## config.mk

```make
export PLATFORM = sky130hd
export DESIGN_NAME = m_axi_burst_writer
export DESIGN_NICKNAME = d
export VERILOG_FILES = /design/src/rtl/m_axi_burst_writer.sv
export SDC_FILE = /design/constraint.sdc
export NUM_CORES = 1
export LEC_CHECK = 0
export ABC_AREA = 1
export BUFFER_PORTS_ARGS = -buffer_cell sky130_fd_sc_hd__clkbuf_2
export CAP_MARGIN = 30
export CORE_MARGIN = 3
export CORE_UTILIZATION = 51
export CTS_BUF_LIST = sky130_fd_sc_hd__clkbuf_4 sky130_fd_sc_hd__clkbuf_8
export DETAILED_ROUTE_END_ITERATION = 16
export PLACE_DENSITY = 0.86
export SLEW_MARGIN = 10
export SYNTH_ARGS = -nofsm -noshare
export SYNTH_HDL_FRONTEND = slang
export SYNTH_SLANG_ARGS = --single-unit
```

## constraint.sdc

```tcl
create_clock -name clk -period 9.16 [get_ports clk]
set_clock_uncertainty 0.05 [all_clocks]
set_input_delay 0.916 -clock clk [delete_from_list [all_inputs] [get_ports clk]]
set_output_delay 0.916 -clock clk [all_outputs]
set_load 0.02 [all_outputs]
```

## src/rtl/m_axi_burst_writer.sv

```systemverilog
// AXI3 write master: snapshots WORD_COUNT words on start and writes them as
// INCR bursts that never cross a 4 KB page, checking every write response.
module m_axi_burst_writer #(
  parameter int         DATA_WIDTH = 32,
  parameter int         ADDR_WIDTH = 64,
  parameter int         WORD_COUNT = 6,
  parameter int         MAX_BURST  = 16,
  parameter logic [3:0] AXI_ID     = 4'd0
) (
  input  logic                             clk,
  input  logic                             areset,
  input  logic                             start_i,
  input  logic [ADDR_WIDTH-1:0]            base_addr_i,
  input  logic [WORD_COUNT*DATA_WIDTH-1:0] words_i,
  output logic [2:0]                       status_o,
  output logic                             done_o,
  output logic [3:0]                       awid_o,
  output logic [ADDR_WIDTH-1:0]            awaddr_o,
  output logic [3:0]                       awlen_o,
  output logic [2:0]                       awsize_o,
  output logic [1:0]                       awburst_o,
  output logic                             awvalid_o,
  input  logic                             awready_i,
  output logic [3:0]                       wid_o,
  output logic [DATA_WIDTH-1:0]            wdata_o,
  output logic [DATA_WIDTH/8-1:0]          wstrb_o,
  output logic                             wlast_o,
  output logic                             wvalid_o,
  input  logic                             wready_i,
  input  logic [3:0]                       bid_i,
  input  logic [1:0]                       bresp_i,
  input  logic                             bvalid_i,
  output logic                             bready_o
);

  localparam int BYTES = DATA_WIDTH / 8;
  localparam int SIZE  = $clog2(BYTES);
  localparam int CNT_W = $clog2(WORD_COUNT + 1);
  localparam int IDX_W = (WORD_COUNT > 1) ? $clog2(WORD_COUNT) : 1;

  typedef enum logic [2:0] {IDLE, ADDR, DATA, RESP, DONE} state_t;

  state_t                state;
  logic [DATA_WIDTH-1:0] buffer [WORD_COUNT];
  logic [ADDR_WIDTH-1:0] addr;
  logic [CNT_W-1:0]      remaining;
  logic [IDX_W-1:0]      word_idx;
  logic [4:0]            len;
  logic [4:0]            beat;

  logic [ADDR_WIDTH-1:0] start_addr, next_addr;
  logic [CNT_W-1:0]      next_rem;
  logic [4:0]            start_len, next_len;

  // Beats in the next burst: capped by MAX_BURST, words left, and room to the page end.
  function automatic logic [4:0] burst_len(input logic [11:0] offs, input logic [CNT_W-1:0] rem);
    logic [12:0] room;
    logic [12:0] l;
    room = (13'd4096 - {1'b0, offs}) >> SIZE;
    l    = 13'(MAX_BURST);
    if (13'(rem) < l) l = 13'(rem);
    if (room < l) l = room;
    return 5'(l);
  endfunction

  always_comb begin
    start_addr = base_addr_i & ~ADDR_WIDTH'(BYTES - 1);
    start_len  = burst_len(start_addr[11:0], CNT_W'(WORD_COUNT));
    next_addr  = addr + (ADDR_WIDTH'(len) << SIZE);
    next_rem   = remaining - CNT_W'(len);
    next_len   = burst_len(next_addr[11:0], next_rem);
  end

  assign awid_o    = AXI_ID;
  assign wid_o     = AXI_ID;
  assign awsize_o  = 3'(SIZE);
  assign awburst_o = 2'b01;
  assign wstrb_o   = {BYTES{wvalid_o}};
  assign wdata_o   = wvalid_o ? buffer[word_idx] : '0;

  always_ff @(posedge clk) begin
    if (state == IDLE && start_i) begin
      for (int k = 0; k < WORD_COUNT; k++) buffer[k] <= words_i[k*DATA_WIDTH +: DATA_WIDTH];
    end
  end

  always_ff @(posedge clk) begin
    if (areset) begin
      state     <= IDLE;
      status_o  <= '0;
      done_o    <= 1'b0;
      awaddr_o  <= '0;
      awlen_o   <= '0;
      awvalid_o <= 1'b0;
      wlast_o   <= 1'b0;
      wvalid_o  <= 1'b0;
      bready_o  <= 1'b0;
    end else begin
      done_o <= 1'b0;
      case (state)
        IDLE: begin
          if (start_i) begin
            addr      <= start_addr;
            remaining <= CNT_W'(WORD_COUNT);
            word_idx  <= '0;
            len       <= start_len;
            awaddr_o  <= start_addr;
            awlen_o   <= 4'(start_len - 5'd1);
            awvalid_o <= 1'b1;
            status_o  <= 3'b001;
            state     <= ADDR;
          end
        end
        ADDR: begin
          if (awready_i) begin
            awvalid_o <= 1'b0;
            wvalid_o  <= 1'b1;
            wlast_o   <= (len == 5'd1);
            beat      <= '0;
            state     <= DATA;
          end
        end
        DATA: begin
          if (wready_i) begin
            word_idx <= word_idx + 1'b1;
            if (wlast_o) begin
              wvalid_o <= 1'b0;
              wlast_o  <= 1'b0;
              bready_o <= 1'b1;
              state    <= RESP;
            end else begin
              beat    <= beat + 5'd1;
              wlast_o <= (beat + 5'd2 == len);
            end
          end
        end
        RESP: begin
          if (bvalid_i) begin
            bready_o <= 1'b0;
            // A bad response or foreign ID abandons the rest of the transfer.
            if (bresp_i != 2'b00 || bid_i != AXI_ID) begin
              status_o[2] <= 1'b1;
              done_o      <= 1'b1;
              state       <= DONE;
            end else if (next_rem == '0) begin
              remaining <= '0;
              done_o    <= 1'b1;
              state     <= DONE;
            end else begin
              addr      <= next_addr;
              remaining <= next_rem;
              len       <= next_len;
              awaddr_o  <= next_addr;
              awlen_o   <= 4'(next_len - 5'd1);
              awvalid_o <= 1'b1;
              state     <= ADDR;
            end
          end
        end
        DONE: begin
          status_o <= {status_o[2], 2'b10};
          state    <= IDLE;
        end
        default: state <= IDLE;
      endcase
    end
  end

endmodule

```

[Yosys cells after proc, flatten, opt, wreduce, memory -nomap -nowiden]
Memory sizes are Yosys's and may differ from the RTL's. A register that Yosys moved wholly into a read port is not among the register bits.
Index checks and enable logic that the tools add are counted.
Word-level totals
  RAM bits: 192
  logic and storage cells: 135
  register bits after elaboration: 159
  input bits: 268
  memories kept: 1
Cells by class
  $add $sub $neg: 9
  bitwise logic cells: 3
  mux-type cells: 65
  reductions and logical operators: 25
  eq/ne operators: 15
  order comparisons: 2
Memories
  buffer: depth 6, bits a word 32, read ports 1, clocked after Yosys merged registers in 1, write ports 6, RTL line 44  | logic [DATA_WIDTH-1:0] buffer [WORD_COUNT];
Operators by type and width (number)
  64-bit 2-to-1 mux: 4
  64-bit one-hot mux with 2 select lines: 1
  64-bit by 7-bit adder with 64-bit output: 1
  5-bit 2-to-1 mux: 9
  3-bit 2-to-1 mux: 14
  32-bit 2-to-1 mux: 1
  13-bit by 12-bit subtractor with 13-bit output, first input constant: 2
  1-bit 2-to-1 mux: 20
  5-bit one-hot mux with 2 select lines: 2
  5-bit AND reduction: 4
  2-bit inequality test, second input constant: 9
  4-bit 2-to-1 mux: 4
  4-bit AND reduction: 4
  3-bit one-hot mux with 2 select lines: 2
  3-bit one-hot mux with 4 select lines: 1
  6-bit AND reduction: 2
  2-bit nonzero test: 6
  11-bit by 3-bit < comparator with 1-bit output: 1
  11-bit by 3-bit < comparator with 1-bit output, second input constant: 1
  1-bit one-hot mux with 2 select lines: 4
  4-bit one-hot mux with 2 select lines: 1
  4-bit by 1-bit subtractor with 4-bit output, second input constant: 2
  3-bit by 2-bit equality test with 1-bit output, second input constant: 2
  3-bit zero test: 2
  18 further kinds: 20

[Longest topological paths before layout]
Gate-level depths: netlist of the first run.
  depth after elaboration: 9
  depth in mapped cells: 25

[Least setup slack after synthesis of the first run]
OpenSTA, ideal clock, no wires.
  path kind: input -> register
  start: in bid_i[1]
  end: reg addr[0], enable pin
  buffers on the path: 0
  required time: 8.443 ns
  data arrival time: 8.292 ns
  slack: 0.151 ns
  library setup time: 0.667 ns
  stages: 6
  path through: or4_1 nor3_2 inv_2 nand2_4 inv_1 nor4_1
On the way
  longest elaborated chain between the ends: 4
RTL lines
  start: declaration: RTL line 30  | input logic [3:0] bid_i,
  4-bit nonzero test: RTL line 141  | if (bresp_i != 2'b00 || bid_i != AXI_ID) begin
  1-bit logical OR: RTL line 141
  2-bit inequality test (no source line)
  6-bit AND reduction (no source line)
  end signal: assignment: RTL line 103  | addr <= start_addr;
  end signal: assignment: RTL line 150  | addr <= next_addr;
  end: declaration: RTL line 45  | logic [ADDR_WIDTH-1:0] addr;
No other way between the ends.
A chain may end at the register's enable or synchronous reset.

==> results.md, run 1 <==
* Worst-path fanout max at 96
* # DRC at 0
* Compound-cell area share of the yosys netlist at 0.105
* R2R depth at 12
* Hold WC Path Type: input pin to flop
* Post-route ant nets at 0
* Most common cell after layout, fill and taps aside: clkbuf_2
* Critical Path Slowest Stage Cell: buf_4
* Resize count post-CTS at 0
* Status: finished clean
* Crit-path max cell delay at 0.73 ns
* Fillers at 2488
* Drt via density at 5.52
* Logic pwr share at 0.376
* Syn_area_per_cell at 9.66 um^2
* RR Endpoint: awaddr_o[19]$_SDFFE_PP0P_
* Vias in the first global route at 14300
* Fin. Hold Viols at 0
* Met2 Track Usage GR at 0.467
* Initial antenna violation count at 7
* Chip width at 187 um
* DR iter-0 viols at 1033
* Max Slew Vio Count at 0
* Reg clk slew, reported paths at 0.06 ns
* Die area at 35000 um^2
* Post-synthesis simple-gate area fraction at 0.197
* Largest net degree at the start of global routing at 106
* Most frequent cells in the layout: clkbuf_2, nand2_1, edfxtp_1, nor2_1, inv_1
* Synth warn at 0
* Grt ovf at 0
* Reg-to-reg slack, setup at 5.07 ns
* Minimum clock period at 4.32 ns
* Site Rows at 65
* Most used cell, CP: buf_4
* Pwr per Cell Area at 325 nW/um^2
* Syn Inst Count at 1731
* Clk pwr share at 0.230
* Clock Sinks at 354
* Worst r2r src: state[0]$_SDFFE_PP0P_
* Worst hold start: words_i[127]
* Top FF cell, synth: edfxtp_1
* PortBufs at 377
* Post-synth EDFFs at 272
* Initial Utilization at 0.523
* Crit-path cells: buf_4 > buf_16 > inv_2 > buf_4 > nor2_1 > o32ai_1 > nand2_1 > a21oi_1 > clkbuf_2
* Slew @ Worst Pin at 1.03 ns
* Req. time, crit path at 8.19 ns
* Period utilization at 0.472
* Area Growth Syn to Fin at 20.6%
* Switch share at 0.404
* RSZ-0062 raised after global routing: false
* Last element of the critical path: wdata_o[0]
* Hold buffer count at CTS at 0
* Post-Route Setup TNS at 0 ns
* Mux cell area share after synthesis at 0.00202
* Max_slew headroom at 0.316
* Worst IR Drop VDD at 0.000199 V
* Detailed placement HPWL at 34.9 mm
* Adder-cell share of the synthesized area at 0.0121
* Clock Latency Late Sink at 0.65 ns
* Worst setup SP type: flop
* GR Util met3 at 0.0551
* Sequential fraction of design power at 0.394
* Switching power total at 2650 uW
* Netlist cell types at 53
* Fraction of layout cells with a size suffix above 1 at 0.263
* Routed wire length at 49.5 mm
* Die H at 187 um
* H-tree depth at 2
* Vias post-DR at 14300
* Max Freq at 231 MHz
* Post-synthesis xor/xnor area fraction at 0.0307
* Total CTS buffers at 57
* Max_cap viols at 0
* Setup crit end kind: output port
* Leakage Power at 0.00863 uW
* Internal Power at 3900 uW
* WL per Instance at 19.1 um
* Clock Tree Buf Depth at 3
* Final Setup Violations at 0
* Critical path type: flop to output port
* Root Driver: clkbuf_8
* Cell Area, Synth at 16700 um^2
* Hold Slack at 0.386 ns
* GP Congestion at 0.966
* Seq/Total Area, Yosys at 0.587
* Arrival time worst endpoint at 3.36 ns
* Async SR Flop Fraction at 0
* Post-layout util at 0.630
* Nets at 2385
* CTS tree: built
* First-pass GRT wire length at 75.6 mm
* GR peak layer: met2
* First-pass DRT Iterations at 7
* Total GRT Usage at 0.273
* Core area at 32000 um^2
* Yosys reg bits at 354
* Io pins at 393
* Main combinational cell family by area after synthesis: simple AND/OR/NAND/NOR gates
* Post-CTS setup buffer count at 0
* Met1 GRT Util at 0.323
## power by group through the flow
stage	clock network, uW	registers (uW)	logic (uW)
6_report	1500	2580	2460
5_1_grt	1600	2630	2700
4_1_cts	1520	2580	2440
3_5_place_dp	0	2590	2410
3_3_place_gp	0	2590	2320
2_1_floorplan	0	2800	1580
## sequential cells by signal (all words and copies together), names as in the netlist, named ones only
| signal | cells |
|---|---|
| done_o | 1 |
| awaddr_o | 64 |
| wvalid_o | 1 |
| awlen_o | 4 |
| remaining | 3 |
| buffer | 192 |
| word_idx | 3 |
| awvalid_o | 1 |
| status_o | 3 |
| wlast_o | 1 |
| bready_o | 1 |
| len | 5 |
| state | 3 |
| beat | 5 |
| addr | 64 |
## cells in the mapped netlist, types with 3 or more instances
cell type    n  area share
or2_2       10      0.0037
nor3_4       5      0.0049
o21ai_1     27      0.0081
inv_2        9      0.0020
nor4_1       9      0.0034
nand2_1    280       0.063
xnor2_1     16      0.0084
o32ai_1     32       0.017
a21oi_1     69       0.021
and3_1       3      0.0011
buf_4       18      0.0081
nand4_1     33       0.012
nor2_2      17      0.0064
buf_2       12      0.0036
nor2_1     267       0.060
edfxtp_1   272        0.49
mux2_2       3      0.0020
ha_1        13      0.0097
nor3_1      42       0.013
nand3_2      6      0.0036
a31oi_1     28       0.010
inv_1      149       0.033
xor2_1      37       0.019
xor2_2       3      0.0029
dfxtp_1     82       0.098
nand3_1     55       0.016
nor3_2       4      0.0024
o21ai_0    131       0.039
nand2_2      5      0.0019
nand2_4      4      0.0027
clkbuf_1    46       0.010
a21boi_0     7      0.0031
buf_6        6      0.0040
buf_1        8      0.0018
## worst min-delay path by stage
stage                               end  cells past startpoint
6_report        buffer[3][31]$_DFFE_PP_                      1
5_1_grt         buffer[2][14]$_DFFE_PP_                      1
4_1_cts         buffer[2][20]$_DFFE_PP_                      1
3_5_place_dp   awaddr_o[4]$_SDFFE_PP0P_                      2
3_3_place_gp   status_o[1]$_SDFFE_PP0P_                      2
2_1_floorplan     state[1]$_SDFFE_PP0P_                      2
## routing by layer
layer | routed length (um) | share of wire
met2 | 24100 | 0.49
met3 | 4100 | 0.083
met4 | 2770 | 0.056
met1 | 18600 | 0.37
met5 | 13 | 0.00026
## worst max-delay path: cells and delay by family (launching register included)
kind                   cells  cell delay [ns]
flip-flops                 1             0.31
buffers and inverters      5             1.46
AND/OR/NAND/NOR            2             0.26
AO/OA/AOI/OAI              2             0.67
## per-stage QoR
stage	setup slack (ns)	power, uW	cell area (um^2)	instances
after floorplan	0.151	4370	16800	1744
after global placement	5.18	4900	18800	2475
after detailed placement	5.08	5000	18800	2477
after CTS	4.77	6540	20100	2583
after global routing	4.70	6920	20100	2590
final	4.84	6550	20200	2591
## layout make-up
| class | instances | area [um^2] | share of cell area |
|---|---|---|---|
| Sequential cell | 354 | 9810 | 0.487 |
| Clock buffer | 85 | 1060 | 0.0525 |
| Inverter | 159 | 602 | 0.0299 |
| Multi-Input combinational cell | 1139 | 5860 | 0.291 |
| Antenna cell | 7 | 17.5 | 0.000869 |
| Tap cell | 435 | 544 | 0.0270 |
| Clock inverter | 21 | 211 | 0.0105 |
| Timing Repair Buffer | 391 | 2040 | 0.101 |
## logic make-up after synthesis
family | after synthesis
AO/OA/AOI/OAI | 306
AND/OR/NAND/NOR | 744
multiplexers | 3
XOR/XNOR | 56
adder cells (fa/ha/maj) | 15
buffers and inverters | 251
flip-flops | 354
other | 2
Power figures use the tool's default switching activity.
==> inputs of run 2 (changes only) <==
clock period = 3.8 ns   (was 9.16 ns; I/O delays follow)
==> run 2 against run 1 <==
Net effect:
- wire length up 18%
- global-route usage up 5.0 points
- sequential cell count unchanged
- critical endpoint is now awlen_o[2]$_SDFFE_PP0P_
- via count up 11%
- count of clock-buffer cells in the layout down 5
- cell area up 11%
- total power rose to 2.5 times the previous value
- clock power rose to 2.6 times the previous value
==> results.md, run 2 (synthesis results as in run 1) <==
* Status: finished clean
* Max_slew headroom at 0.231 (-0.0853)
* Critical path type: flop to flop
* Setup crit end kind: flop
* GP Congestion at 0.920 (-4.8%)
* PortBufs at 377 (unchanged)
* Most common cell after layout, fill and taps aside: clkbuf_2
* Total CTS buffers at 57 (unchanged)
* Arrival time worst endpoint at 3.89 ns (+0.53 ns)
* Total GRT Usage at 0.323 (+0.0502)
* Detailed placement HPWL at 33.4 mm (-4.3%)
* Chip width at 187 um (unchanged)
* H-tree depth at 2 (unchanged)
* Post-route ant nets at 0 (unchanged)
* Slew @ Worst Pin at 1.15 ns (+0.128 ns)
* Resize count post-CTS at 0 (unchanged)
* Max Freq at 295 MHz
* Post-CTS setup buffer count at 0 (unchanged)
* Max_cap viols at 0 (unchanged)
* Post-Route Setup TNS at 0 ns (unchanged)
* Clock Sinks at 354 (unchanged)
* DP Worst Slack at 0.443 ns (-4.64 ns)
* Die area at 35000 um^2 (unchanged)
* Reg clk slew, reported paths at 0.07 ns (about the same)
* # DRC at 0 (unchanged)
* Post-Place Cell Area at 18900 um^2 (+0.47%)
* Worst-path fanout max at 5 (-95%)
* Reg-to-reg slack, setup at 0.41 ns (-4.66 ns)
* Worst setup SP type: flop
* First-pass DRT Iterations at 6 (-1)
* Clock Latency Late Sink at 0.62 ns (-0.03 ns)
* Final WS setup at 0.413 ns (-4.42 ns)
* Max Slew Vio Count at 0 (unchanged)
* Most frequent cells in the layout: clkbuf_2, nand2_1, edfxtp_1, nor2_1, dlygate4sd3_1
* Finished Cell Area at 22400 um^2 (+11%)
* Regs by FF count: buffer: 192 flops, addr: 64 flops, awaddr_o: 64 flops
* Initial Utilization at 0.523 (unchanged)
* WL per Instance at 20.9 um (+9.3%)
* Minimum clock period at 3.39 ns
* Seq. cell area at 9820 um^2 (about the same)
* Routed wire length at 58.6 mm (+18%)
* Area Growth Syn to Fin at 33.7%
* Max reg flops at 192 (unchanged)
* Post-layout util at 0.699 (+0.0688)
* Leakage Power at 0.00955 uW (+11%)
* Top reg by flops: buffer
* Worst IR Drop VDD at 0.000722 V (+260%)
* First-pass GRT wire length at 89.6 mm (+19%)
* Req. time, crit path at 4.31 ns (-3.88 ns)
* Fraction of layout cells with a size suffix above 1 at 0.244 (-0.0184)
* Hold Slack at 0.0182 ns (-0.368 ns)
* Site Rows at 65 (unchanged)
* Pwr per Cell Area at 741 nW/um^2 (+130%)
* Fin. Hold Viols at 0 (unchanged)
* CTS tree: built
* Largest net degree at the start of global routing at 193 (+82%)
* Fillers at 2198 (-12%)
* Vias post-DR at 15900 (+11%)
* RSZ-0062 raised after global routing: false
* Grt ovf at 0 (unchanged)
* Initial antenna violation count at 6 (-1)
* Clock Tree Buf Depth at 3 (unchanged)
* Hold WC Path Type: input pin to flop
* Worst hold start: base_addr_i[26]
* Period utilization at 0.891
* Core area at 32000 um^2 (unchanged)
* Area of the multi-input gates at 5880 um^2 (+0.36%)
* Hold buffer count at CTS at 206 (+206)
* Io pins at 393 (unchanged)
* Final Setup Violations at 0 (unchanged)
* Die H at 187 um (unchanged)
* Root Driver: clkbuf_8
* Crit path launch: len[0]$_DFFE_PP_
* Nets at 2595 (+8.8%)
* DR iter-0 viols at 1815 (+76%)
* Worst r2r src: len[0]$_DFFE_PP_
* Vias in the first global route at 16100 (+13%)
* Drt via density at 5.68 (+3.0%)
[run 2: critical path, stage by stage (launching register included)]
cell and delay [ns]:
edfxtp_1 0.41, ha_1 0.26, inv_1 0.07, fa_1 0.49
inv_1 0.06, nor2_1 0.08, nand2_1 0.09, nor2_1 0.13
inv_1 0.07, nand2_1 0.05, inv_1 0.05, ha_1 0.28
nand2_1 0.07, nand3_1 0.07, nor2_2 0.17, nand3_1 0.13
nand2_1 0.08, nand2_1 0.05, nand2_1 0.06, nand2_1 0.10
ha_1 0.21, inv_1 0.05, nand3_1 0.06, nand3_1 0.09
nand2_1 0.05, inv_1 0.04
[run 2: final cells by class]
cell class	count	share of cell area
tap	435	0.0244
clock inverter	27	0.0138
sequential	354	0.439
multi-input combinational	1139	0.263
antenna	8	0.000896
timing repair buffer	601	0.186
clock buffer	80	0.0451
inverter	159	0.0270
[run 2: worst paths after layout]
check | to | cells after the start
max reg2reg | awlen_o[2]$_SDFFE_PP0P_ | 25
max | awlen_o[2]$_SDFFE_PP0P_ | 25
min reg2reg | awaddr_o[3]$_SDFFE_PP0P_ | 2
min | awaddr_o[26]$_SDFFE_PP0P_ | 3
[run 2: stage by stage]
step	instances	power, uW
finish	2803	16600
global route	2800	17300
CTS	2794	16000
detailed placement	2481	12100
global placement	2480	11900
floorplan	1744	10500
[run 2: power by group]
| group | switching [uW] | leakage [uW] | total [uW] | internal (uW) |
|---|---|---|---|---|
| combinational | 4380 | 0.00560 | 6310 | 1930 |
| clock | 1760 | 0.000695 | 3910 | 2150 |
| sequential | 706 | 0.00325 | 6340 | 5630 |
| total | 6850 | 0.00955 | 16600 | 9710 |
[run 2: metal layers]
metal	routed length [um]	up-vias	global-route usage	part of all wire
met1	20100	7278	0.372	0.34
met5	0	-	0	0
met3	5880	334	0.0757	0.10
met2	28100	1243	0.547	0.48
met4	4470	0	0.203	0.076
li1	-	7080	-	-
==> inputs of run 3 (changes only) <==
--- a/constraint.sdc
+++ b/constraint.sdc
@@ -4,2 +4,2 @@
 set_output_delay 0.38 -clock clk [all_outputs]
-set_load 0.02 [all_outputs]
+set_load 0.1 [all_outputs]
==> run 3 against run 2 <==
Net effect:
- final cell count shrank 0.29%
- via count increased by 0.47%
- count of clock-buffer cells in the layout shrank 1
- maximum frequency decreased by 6.2%
- worst setup slack got worse by 0.22 ns
- clock power down 8.2%
- register-to-register slack improved by 0.02 ns
- combinational power grew 46%
==> results.md, run 3 (synthesis results as in run 1) <==
* Reg clk slew, reported paths at 0.07 ns (about the same)
* First-pass DRT Iterations at 8 (+2)
* Clock Latency Late Sink at 0.61 ns (about the same)
* Worst-path fanout max at 43 (+38)
* Most frequent cells in the layout: clkbuf_2, nand2_1, edfxtp_1, nor2_1, dlygate4sd3_1
* Setup crit end kind: output port
* Leakage Power at 0.00947 uW (-0.82%)
* Max_slew headroom at 0.154 (-0.0770)
* H-tree depth at 2 (unchanged)
* Critical path type: flop to output port
* Largest net degree at the start of global routing at 193 (unchanged)
* DR iter-0 viols at 1644 (-9.4%)
* Vias in the first global route at 16100 (-0.037%)
* PortBufs at 377 (unchanged)
* Total GRT Usage at 0.317 (-0.00619)
* Most common cell after layout, fill and taps aside: clkbuf_2
* Routed wire length at 57.8 mm (-1.4%)
* First-pass GRT wire length at 88.3 mm (-1.4%)
* Max reg flops at 192 (unchanged)
* Pwr per Cell Area at 866 nW/um^2 (+17%)
* # DRC at 0 (unchanged)
* Die area at 35000 um^2 (unchanged)
* Grt ovf at 0 (unchanged)
* Core area at 32000 um^2 (unchanged)
* Final Setup Violations at 0 (unchanged)
* Minimum clock period at 3.61 ns (+0.223 ns)
* Chip width at 187 um (unchanged)
* Post-Route Setup TNS at 0 ns (unchanged)
* Worst IR Drop VDD at 0.000819 V (+13%)
* Detailed placement HPWL at 34.2 mm (+2.4%)
* Clock Tree Buf Depth at 3 (unchanged)
* Hold WC Path Type: input pin to flop
* Vias post-DR at 16000 (+0.47%)
* Clock Sinks at 354 (unchanged)
* WL per Instance at 20.7 um (-1.1%)
* Hold Slack at 0.0242 ns (+0.00600 ns)
* Arrival time worst endpoint at 3.18 ns (-0.71 ns)
* Nets at 2591 (-0.15%)
* Max Slew Vio Count at 0 (unchanged)
* Post-route ant nets at 0 (unchanged)
* Area Growth Syn to Fin at 32.7%
* Top reg by flops: buffer
* Post-layout util at 0.694 (-0.00536)
* Fraction of layout cells with a size suffix above 1 at 0.242 (-0.00247)
* Fin. Hold Viols at 0 (unchanged)
* Post-CTS setup buffer count at 0 (unchanged)
* Drt via density at 5.73 (+0.76%)
* Max Freq at 277 MHz (-6.2%)
* Site Rows at 65 (unchanged)
* Die H at 187 um (unchanged)
* Initial Utilization at 0.523 (unchanged)
* Root Driver: clkbuf_8
* CTS tree: built
* Initial antenna violation count at 8 (+2)
* Max_cap viols at 0 (unchanged)
* GP Congestion at 0.929 (+0.97%)
* Period utilization at 0.950 (+0.0587)
* Total CTS buffers at 57 (unchanged)
* RSZ-0062 raised after global routing: false
* Pwr Total at 19200 uW (+16%)
* Status: finished clean
* Worst setup SP type: flop
* Slew @ Worst Pin at 1.27 ns (+0.116 ns)
* Regs by FF count: buffer: 192 flops, addr: 64 flops, awaddr_o: 64 flops
* Io pins at 393 (unchanged)
* Req. time, crit path at 3.37 ns (-0.94 ns)
[run 3: report_power, final]
part / switching (uW) / internal, uW / leakage (uW)
clock: 1680 / 1920 / 0.000643
combinational: 7310 / 1890 / 0.00558
sequential: 783 / 5640 / 0.00325
total: 9770 / 9440 / 0.00947
[run 3: area by class of cell]
type | count | area, um^2
sequential | 354 | 9820
fill | 2194 | 9780
multi-input combinational | 1139 | 5880
timing repair buffer | 597 | 4100
clock buffer | 79 | 1000
inverter | 159 | 606
tap | 435 | 544
clock inverter | 23 | 205
antenna | 9 | 22.5
[run 3: metal layers]
layer,vias to the layer above,part of all wire,track usage,wire length [um]
li1,7090,-,-,-
met2,1241,0.48,0.532,27800
met1,7376,0.35,0.370,20000
met4,0,0.070,0.199,4040
met5,-,0,0,0
met3,303,0.10,0.0716,5900
[run 3: path summary, 6_finish.rpt]
| check | start | end | slack [ns] | cells after the start |
|---|---|---|---|---|
| setup / recovery | flop | wdata_o[11] | 0.19 | 6 |
| hold / removal | base_addr_i[15] | awaddr_o[15]$_SDFFE_PP0P_ | 0.02 | 3 |
| setup reg to reg | len[0]$_DFFE_PP_ | awlen_o[2]$_SDFFE_PP0P_ | 0.43 | 25 |
| hold reg to reg | awaddr_o[0]$_SDFFE_PP0P_ | awaddr_o[0]$_SDFFE_PP0P_ | 0.41 | 2 |
[run 3: timing repair]
item	CTS	global route
hold endpoints to repair	205	0
setup endpoints to repair	0	3
resized for setup	0	3
hold buffers	203	0
[run 3: critical path: stages (launching register included)]
cell and delay [ns]:
dfxtp_2 0.88, buf_4 0.42, o21ai_0 0.17, o32ai_1 0.21, nand2_1 0.12, a21oi_1 0.26, clkbuf_2 0.51
[run 3: through the flow]
| stage | instances | instance area, um^2 | setup WS (ns) |
|---|---|---|---|
| after floorplan | 1744 | 16800 | -0.194 |
| after global placement | 2481 | 18900 | 0.549 |
| after detailed placement | 2481 | 18900 | 0.464 |
| after CTS | 2786 | 22200 | 0.175 |
| after global routing | 2794 | 22200 | 0.0385 |
| final | 2795 | 22200 | 0.190 |
